## src/rtl/interrupt_timer_if.sv

```systemverilog
// rtl/interrupt_timer_if.sv - data-memory bus bundle between the CPU and the interrupt timer
interface interrupt_timer_if;
   logic        MemRd;
   logic        MemWr;
   logic [31:0] Addr;
   logic [31:0] WriteData;
   logic [31:0] ReadData;
   logic        Hit;
   logic        IRQ;

   modport master (
      output MemRd, MemWr, Addr, WriteData,
      input  ReadData, Hit, IRQ
   );

   modport slave (
      input  MemRd, MemWr, Addr, WriteData,
      output ReadData, Hit, IRQ
   );
endinterface

```

## src/rtl/interrupt_timer.sv

```systemverilog
// rtl/interrupt_timer.sv - memory-mapped 32-bit reload timer driving the CPU level interrupt
// TH at BASE_ADDR, TL at +4, TCON at +8; TCON = {status, irq enable, count enable}.
module interrupt_timer #(
   parameter logic [31:0] BASE_ADDR = 32'h4000_0000,
   parameter int unsigned PRESCALE  = 1
) (
   input  logic               clk,
   input  logic               reset,
   interrupt_timer_if.slave   bus
);

   localparam logic [15:0] PRE_MAX = 16'(PRESCALE - 1);
   localparam logic [29:0] BASE_W  = BASE_ADDR[31:2];

   logic [31:0] th_q, th_d;
   logic [31:0] tl_q, tl_d;
   logic [2:0]  tcon_q, tcon_d;
   logic [15:0] pre_q, pre_d;
   logic        irq_q, irq_d;

   logic        hit_th, hit_tl, hit_tcon;
   logic        wr_th, wr_tl, wr_tcon;
   logic        tick, ovf;
   logic        unused_addr_bits;

   assign unused_addr_bits = ^bus.Addr[1:0];

   always_comb begin
      hit_th   = (bus.Addr[31:2] == BASE_W);
      hit_tl   = (bus.Addr[31:2] == BASE_W + 30'd1);
      hit_tcon = (bus.Addr[31:2] == BASE_W + 30'd2);
      bus.Hit  = hit_th | hit_tl | hit_tcon;

      bus.ReadData = 32'd0;
      if (bus.MemRd) begin
         if (hit_th)   bus.ReadData = th_q;
         if (hit_tl)   bus.ReadData = tl_q;
         if (hit_tcon) bus.ReadData = {29'd0, tcon_q};
      end

      wr_th   = bus.MemWr & hit_th;
      wr_tl   = bus.MemWr & hit_tl;
      wr_tcon = bus.MemWr & hit_tcon;

      tick = tcon_q[0] && (pre_q == PRE_MAX);
      ovf  = tick && (tl_q == 32'hFFFF_FFFF);

      // Prescaler restarts from zero whenever counting is (or becomes) disabled.
      if (!tcon_q[0] || tick || (wr_tcon && !bus.WriteData[0]))
         pre_d = 16'd0;
      else
         pre_d = pre_q + 16'd1;

      th_d = wr_th ? bus.WriteData : th_q;

      // A software store to TL wins over both increment and reload.
      if (wr_tl)
         tl_d = bus.WriteData;
      else if (ovf)
         tl_d = th_q;
      else if (tick)
         tl_d = tl_q + 32'd1;
      else
         tl_d = tl_q;

      tcon_d = wr_tcon ? bus.WriteData[2:0] : tcon_q;
      // Hardware set beats a same-cycle software clear so no interrupt is lost.
      if (ovf && !wr_tl && tcon_q[1])
         tcon_d[2] = 1'b1;

      irq_d = tcon_q[1] & tcon_q[2];
   end

   always_ff @(posedge clk) begin
      if (reset) begin
         th_q   <= 32'd0;
         tl_q   <= 32'd0;
         tcon_q <= 3'd0;
         pre_q  <= 16'd0;
         irq_q  <= 1'b0;
      end else begin
         th_q   <= th_d;
         tl_q   <= tl_d;
         tcon_q <= tcon_d;
         pre_q  <= pre_d;
         irq_q  <= irq_d;
      end
   end

   assign bus.IRQ = irq_q;

endmodule

```

## src/flat_wrapper.sv

```systemverilog
// flat-port wrapper written by rule: the top's interface ports become plain ports
module interrupt_timer_flat 
#(
   parameter logic [31:0] BASE_ADDR = 32'h4000_0000,
   parameter int unsigned PRESCALE  = 1
)
  (clk, reset, bus_MemRd, bus_MemWr, bus_Addr, bus_WriteData, bus_ReadData, bus_Hit, bus_IRQ);
  interrupt_timer_if bus_i ();
  input  logic clk;
  input  logic reset;
  input wire logic [$bits(bus_i.MemRd)-1:0] bus_MemRd;
  input wire logic [$bits(bus_i.MemWr)-1:0] bus_MemWr;
  input wire logic [$bits(bus_i.Addr)-1:0] bus_Addr;
  input wire logic [$bits(bus_i.WriteData)-1:0] bus_WriteData;
  output wire logic [$bits(bus_i.ReadData)-1:0] bus_ReadData;
  output wire logic [$bits(bus_i.Hit)-1:0] bus_Hit;
  output wire logic [$bits(bus_i.IRQ)-1:0] bus_IRQ;
  assign bus_i.MemRd = bus_MemRd;
  assign bus_i.MemWr = bus_MemWr;
  assign bus_i.Addr = bus_Addr;
  assign bus_i.WriteData = bus_WriteData;
  assign bus_ReadData = bus_i.ReadData;
  assign bus_Hit = bus_i.Hit;
  assign bus_IRQ = bus_i.IRQ;
  interrupt_timer #(.BASE_ADDR(BASE_ADDR), .PRESCALE(PRESCALE)) u_core (.clk(clk), .reset(reset), .bus(bus_i));
endmodule
```

## config.mk

```make
export PLATFORM = sky130hd
export DESIGN_NAME = interrupt_timer_flat
export DESIGN_NICKNAME = d
export VERILOG_FILES = /design/src/rtl/interrupt_timer_if.sv /design/src/rtl/interrupt_timer.sv /design/src/flat_wrapper.sv
export SDC_FILE = /design/constraint.sdc
export NUM_CORES = 1
export LEC_CHECK = 0
export ABC_AREA = 1
export ABC_CLOCK_PERIOD_IN_PS = 1900
export BUFFER_PORTS_ARGS = -buffer_cell sky130_fd_sc_hd__buf_4
export CAP_MARGIN = 25
export CORE_MARGIN = 2
export CORE_UTILIZATION = 50
export DETAILED_ROUTE_END_ITERATION = 8
export GPL_TIMING_DRIVEN = 0
export HOLD_SLACK_MARGIN = 0.02
export PLACE_DENSITY = 0.86
export SYNTH_ARGS = -nofsm -noshare
export SYNTH_HDL_FRONTEND = slang
export SYNTH_SLANG_ARGS = --single-unit
```

## constraint.sdc

```tcl
create_clock -name clk -period 1.9 [get_ports clk]
set_clock_uncertainty 0.05 [all_clocks]
set_input_delay 0.095 -clock clk [delete_from_list [all_inputs] [get_ports clk]]
set_output_delay 0.095 -clock clk [all_outputs]
set_load 0.05 [all_outputs]
```

==> impl_metrics.ini, run 1 <==
[global_route]
antenna_found_initial = 0
track_usage = 0.2987
grt_overflow = 0
grt_max_degree = 14
grt_first_pass_wirelength_mm = 30.87
grt_pass1_vias = 6382

[finish]
nets = 1193
layout_commonest_cell = nand2_1
syn2layout_area_growth_pct = 32.36
antenna_cells = 0
final_cell_mix = nand2_1 (317), nor2_1 (142), buf_4 (109), inv_1 (61), a21oi_2 (59)
layout-drive-gt1-share = 0.2702
final-instance-count-excl-fill = 1272
fin_area_um2 = 7963

[pwr]
power.share.switching = 0.2360
finalPower_uw = 3825
p_seq_frac = 0.459
comb_power_share = 0.082
cellLeakagePower_uw = 0.003085
peakVddDrop_v = 0.0005302
p_clk_frac = 0.460
power_density_nw_per_um2 = 480.4
p_switching_uw = 902.8
internal_power_uw = 2922

[cts]
cts.path.max_buffers = 2
root_buffer = clkbuf_16
cts.sinks = 84
tritoncts = built
clock_latency_ns = 0.36
htreeDepth = 3
numCtsBuffers = 9
clk_pin_slew_ns = 0.06

[worst_setup_path]
end_kind = flip-flop
critical_path_required_ns = 2.14
cp_max_fo = 10
r2r-start = u_core.tl_q[0]$_SDFFE_PP0P_
start_kind = flip-flop
cpPeakStageDelay_ns = 0.37
rrSetupSlack_ns = 0.05
r2r_cells = 12
worstPathArrival_ns = 2.09
r2r_end = u_core.tl_q[6]$_SDFFE_PP0P_
worst-setup-path-type = flip-flop to flip-flop
crit_chain = ha_4, nand2_2, nor2_4, nand2_4, nor2_8, nand2_4, nor2_4, buf_6, nand2_1, nand3_1, nand2_1, a21oi_2
critical-path-slowest-cell = dfxtp_4

[timing]
max_slew_margin = 0.5296
hold_viol_final = 0
rsz0062_at_grt = yes
slew_violations = 0
final-setup-viol-count = 0
max_freq_mhz = 539.4
setup_tns_ns = 0
min_period_ns = 1.854
worstMarginPinSlew_ns = 0.7056
post-route-period-util = 0.9758

[die]
fp.coreArea_um2 = 11860
die_h_um = 113.7
dieArea_um2 = 12930
boundaryPins = 102
die_x_um = 113.7
start_util = 0.5072
row_count = 40

[routing]
drt_pass1_iterations = 7
drcViolationCount = 0
ant_nets = 0
dr_total_vias = 6785
via_per_inst = 5.334
routedWlPerCell_um = 14.90
totalWireLength_mm = 18.95
drt_iter0_drc = 557

[job]
cap_violations = 0

[min_path]
hold_class = input port to flip-flop
holdPathEnd = u_core.th_q[2]$_SDFFE_PP0P_
worstHoldPathCells = 6
hold_start = bus_Addr[2]

[logic_synthesis]
synth_seq_cells = 84
avgSynthCellArea_um2 = 6.176
ys_types = 36
netlist_instances = 974
syn_nets = 1045
yosysWarnings = 0
synthesis.area_um2 = 6016
seq_area_frac_synth = 0.2795

[place]
place_congestion = 1.007
hpwl_mm = 13.34
dpl.cell_count = 1218
placement.io_buffers = 97
placed_area_um2 = 7043

[outcome]
outcome = complete, no violations
per-layer routing:
metal	share of wire	vias up	track usage
met5	0	-	0
met1	0.42	3095	0.3640
li1	-	3364	-
met2	0.49	278	0.5146
met4	0.023	0	0.1138
met3	0.072	48	0.06748
registers in the layout (all words and copies together) (netlist names):
signal,flops
u_core.pre_q,16
u_core.tcon_q,3
u_core.bus.IRQ,1
u_core.tl_q,32
u_core.th_q,32
synth_stat cells:
library cell / instances / area, um2
nand2_1: 322 / 1209
nor2_1: 155 / 581.8
dfxtp_1: 84 / 1682
inv_1: 61 / 229.0
nand3_1: 50 / 250.2
nand3b_1: 41 / 307.8
a21oi_1: 35 / 175.2
a21oi_2: 30 / 262.8
o21ai_1: 30 / 150.1
clkinv_1: 18 / 67.56
buf_2: 16 / 80.08
xor2_1: 14 / 122.6
xnor2_1: 13 / 113.9
clkbuf_1: 11 / 41.29
o21ai_0: 10 / 50.05
inv_2: 9 / 33.78
nand2_2: 9 / 56.30
nand4_1: 9 / 56.30
nor2_2: 8 / 50.05
buf_6: 7 / 78.83
nor3_1: 7 / 35.03
clkbuf_8: 6 / 82.58
nor2_4: 6 / 67.56
nand2_4: 5 / 56.30
a31oi_1: 3 / 18.77
ha_1: 3 / 37.54
a211oi_1: 2 / 15.01
dlygate4sd3_1: 2 / 20.02
and2_1: 1 / 6.260
buf_4: 1 / 7.510
nand3_2: 1 / 10.01
nand4_2: 1 / 12.51
nor2_8: 1 / 20.02
nor3_4: 1 / 16.27
nor4_1: 1 / 6.260
or2_1: 1 / 6.260
critical path, delay by kind of cell (launching register included):
family,cells,cell delay [ns]
DFF,1,0.37
buffers and inverters,1,0.21
adders and majority gates,1,0.14
and+or+nand+nor,9,0.88
AOI/OAI and AO/OA,1,0.11
logic make-up (layout without fill, tap and decap cells):
logic type	count (synthesis)	in the layout	synth area share
xor gates and xnor gates	27	27	0.03931
AOI/OAI and AO/OA	110	110	0.1117
adders and majority gates	3	3	0.006240
DFF	84	84	0.2795
buffers and inverters	131	282	0.1065
and+or+nand+nor	619	619	0.4567
power groups by stage:
stage,clock (uW),sequential (uW),combinational [uW]
floorplan,0,1800,101
global placement,0,1800,239
detailed placement,0,1800,244
CTS,1750,1760,302
global route,1820,1750,335
finish,1760,1750,312
final cells by class:
cell class	instances	area [um2]
Inverter	88	330.3
Timing Repair Buffer	137	1119
Fill cell	1044	3899
Clock buffer	9	225.2
Buffer	43	354.1
Multi-Input combinational cell	759	3969
Clock inverter	5	55.05
Tap cell	147	183.9
Sequential cell	84	1727
how the worst max path moves through the flow:
stage                              endpoint                          from  cells after the start  slack (ns)
2_1_floorplan               bus_ReadData[0]                  bus_Addr[19]                      7        0.01
5_1_grt         u_core.tl_q[3]$_SDFFE_PP0P_  u_core.tl_q[13]$_SDFFE_PP0P_                     11       -0.04
3_3_place_gp               bus_ReadData[22]                  bus_Addr[15]                     10       -0.21
6_report        u_core.tl_q[6]$_SDFFE_PP0P_   u_core.tl_q[0]$_SDFFE_PP0P_                     12        0.05
4_1_cts        u_core.tl_q[23]$_SDFFE_PP0P_   u_core.tl_q[2]$_SDFFE_PP0P_                     11       0.002
3_5_place_dp               bus_ReadData[22]                  bus_Addr[15]                     10       -0.24
timing repair:
item                       4_1_cts  5_1_grt
gates resized for setup         25       62
pin swaps                        4        9
setup buffers                    5        2
hold endpoints to repair        37        0
setup endpoints to repair       62       65
hold buffers                    33        0
per-stage QoR:
step	setup slack [ns]	hold WS, ns	util
finish	0.04593	0.2176	0.6713
global route	-0.03689	0.2458	0.6713
CTS	0.002076	0.2016	0.6547
detailed placement	-0.2397	0.2892	0.5938
global placement	-0.2077	0.2848	0.5938
floorplan	0.01426	0.1938	-
(Power assumes the default switching activity.)
==> run 2, diff against run 1 <==
- RECOVER_POWER: not set -> 100
==> run 2 against run 1 <==
Sequential power barely moved. Register-to-register slack is essentially flat. First-iteration DRC count down 3.9%. Via count down 0.12%. Combinational power is 2% lower. Critical endpoint unchanged. Largest power group is now sequential cells.
==> impl_metrics.ini, run 2 (same netlist as run 1, synthesis figures left out) <==
[timing]
setup_tns_ns = 0
hold_viol_final = 0
post-route-period-util = 0.9725
whs_ns = 0.2196
max_slew_margin = 0.5176
slew_violations = 0
max_freq_mhz = 541.2
min_period_ns = 1.848
worstMarginPinSlew_ns = 0.7237
rsz0062_at_grt = yes
final-setup-viol-count = 0

[place]
hpwl_mm = 13.34
place_congestion = 1.007
placement.io_buffers = 97
placed_area_um2 = 7043

[cts]
root_buffer = clkbuf_16
numCtsBuffers = 9
htreeDepth = 3
clk_pin_slew_ns = 0.07
tritoncts = built
clock_latency_ns = 0.36
cts.path.max_buffers = 2
cts.sinks = 84

[die]
die_x_um = 113.7
die_h_um = 113.7
fp.coreArea_um2 = 11860
start_util = 0.5072
row_count = 40
dieArea_um2 = 12930
boundaryPins = 102

[routing]
ant_nets = 0
via_per_inst = 5.328
dr_total_vias = 6777
drcViolationCount = 0
routedWlPerCell_um = 14.89
drt_iter0_drc = 535
drt_pass1_iterations = 6
totalWireLength_mm = 18.94

[global_route]
track_usage = 0.2987
grt_overflow = 0
grt_max_degree = 14
grt_first_pass_wirelength_mm = 30.87
grt_pass1_vias = 6382
antenna_found_initial = 0

[finish]
layout-drive-gt1-share = 0.2658
syn2layout_area_growth_pct = 31.84
fillers = 1052
nets = 1193
fin_area_um2 = 7931
final_core_util = 0.6687
antenna_cells = 0
top_regs = u_core.th_q x32, u_core.tl_q x32, u_core.pre_q x16
layout_commonest_cell = nand2_1
final_cell_mix = nand2_1 (317), nor2_1 (143), buf_4 (104), inv_1 (61), a21oi_2 (59)

[worst_setup_path]
cp_max_fo = 10
end_kind = flip-flop
worst-setup-path-type = flip-flop to flip-flop
critical_path_required_ns = 2.14
worstPathArrival_ns = 2.08
start_kind = flip-flop

[pwr]
cellLeakagePower_uw = 0.003061
peakVddDrop_v = 0.0005358
power_density_nw_per_um2 = 480.3

[job]
cap_violations = 0

[outcome]
outcome = complete, no violations

[min_path]
hold_class = input port to flip-flop
==> run 2: power by group <==
part,switching [uW],internal (uW)
sequential,0.000000997,1750
combinational,140,165
clock,752,999
==> run 2: cell type report <==
type | count | area, um2 | share of cell area
Buffer | 43 | 344.1 | 0.04338
Clock buffer | 9 | 225.2 | 0.02840
Clock inverter | 5 | 55.05 | 0.006941
Inverter | 88 | 330.3 | 0.04165
Multi-Input combinational cell | 759 | 3960 | 0.4993
Sequential cell | 84 | 1727 | 0.2177
Tap cell | 147 | 183.9 | 0.02319
Timing Repair Buffer | 137 | 1106 | 0.1395
==> run 2: stage by stage <==
stage / total power, uW / cells / setup slack [ns]
floorplan: 1901 / 974 / 0.01426
global placement: 2040 / 1218 / -0.2077
detailed placement: 2044 / 1218 / -0.2397
CTS: 3809 / 1270 / 0.002076
global route: 3905 / 1272 / -0.03689
finish: 3809 / 1272 / 0.05221
==> run 2: final timing paths <==
| check | from | to | slack, ns | depth (start not counted) |
|---|---|---|---|---|
| worst min register to register | u_core.tl_q[22]$_SDFFE_PP0P_ | u_core.tl_q[22]$_SDFFE_PP0P_ | 0.45 | 2 |
| worst max-delay path | u_core.tl_q[0]$_SDFFE_PP0P_ | u_core.tl_q[6]$_SDFFE_PP0P_ | 0.05 | 12 |
| worst max register to register | u_core.tl_q[0]$_SDFFE_PP0P_ | u_core.tl_q[6]$_SDFFE_PP0P_ | 0.05 | 12 |
| worst min-delay path | bus_Addr[2] | u_core.th_q[2]$_SDFFE_PP0P_ | 0.22 | 6 |
==> run 2: critical path: stages (launching register included) <==
cell,delay [ns]
dfxtp_4,0.37
ha_4,0.14
nand2_2,0.06
nor2_4,0.13
nand2_4,0.10
nor2_8,0.11
nand2_4,0.07
nor2_4,0.19
buf_6,0.21
nand2_1,0.08
nand3_1,0.07
nand2_1,0.07
a21oi_2,0.11
==> run 2: what timing repair did <==
action	in CTS	in global routing
endpoints found under the setup margin	62	65
buffers inserted	5	2
cloned	0	0
hold buffers	33	0
pin swaps	4	9
gates resized for setup	25	62
hold endpoints to repair	37	0
==> run 2: per-layer routing <==
layer	GRT usage	part of all wire
met5	0	0
met1	0.3640	0.41
met2	0.5146	0.49
met3	0.06748	0.079
met4	0.1138	0.025
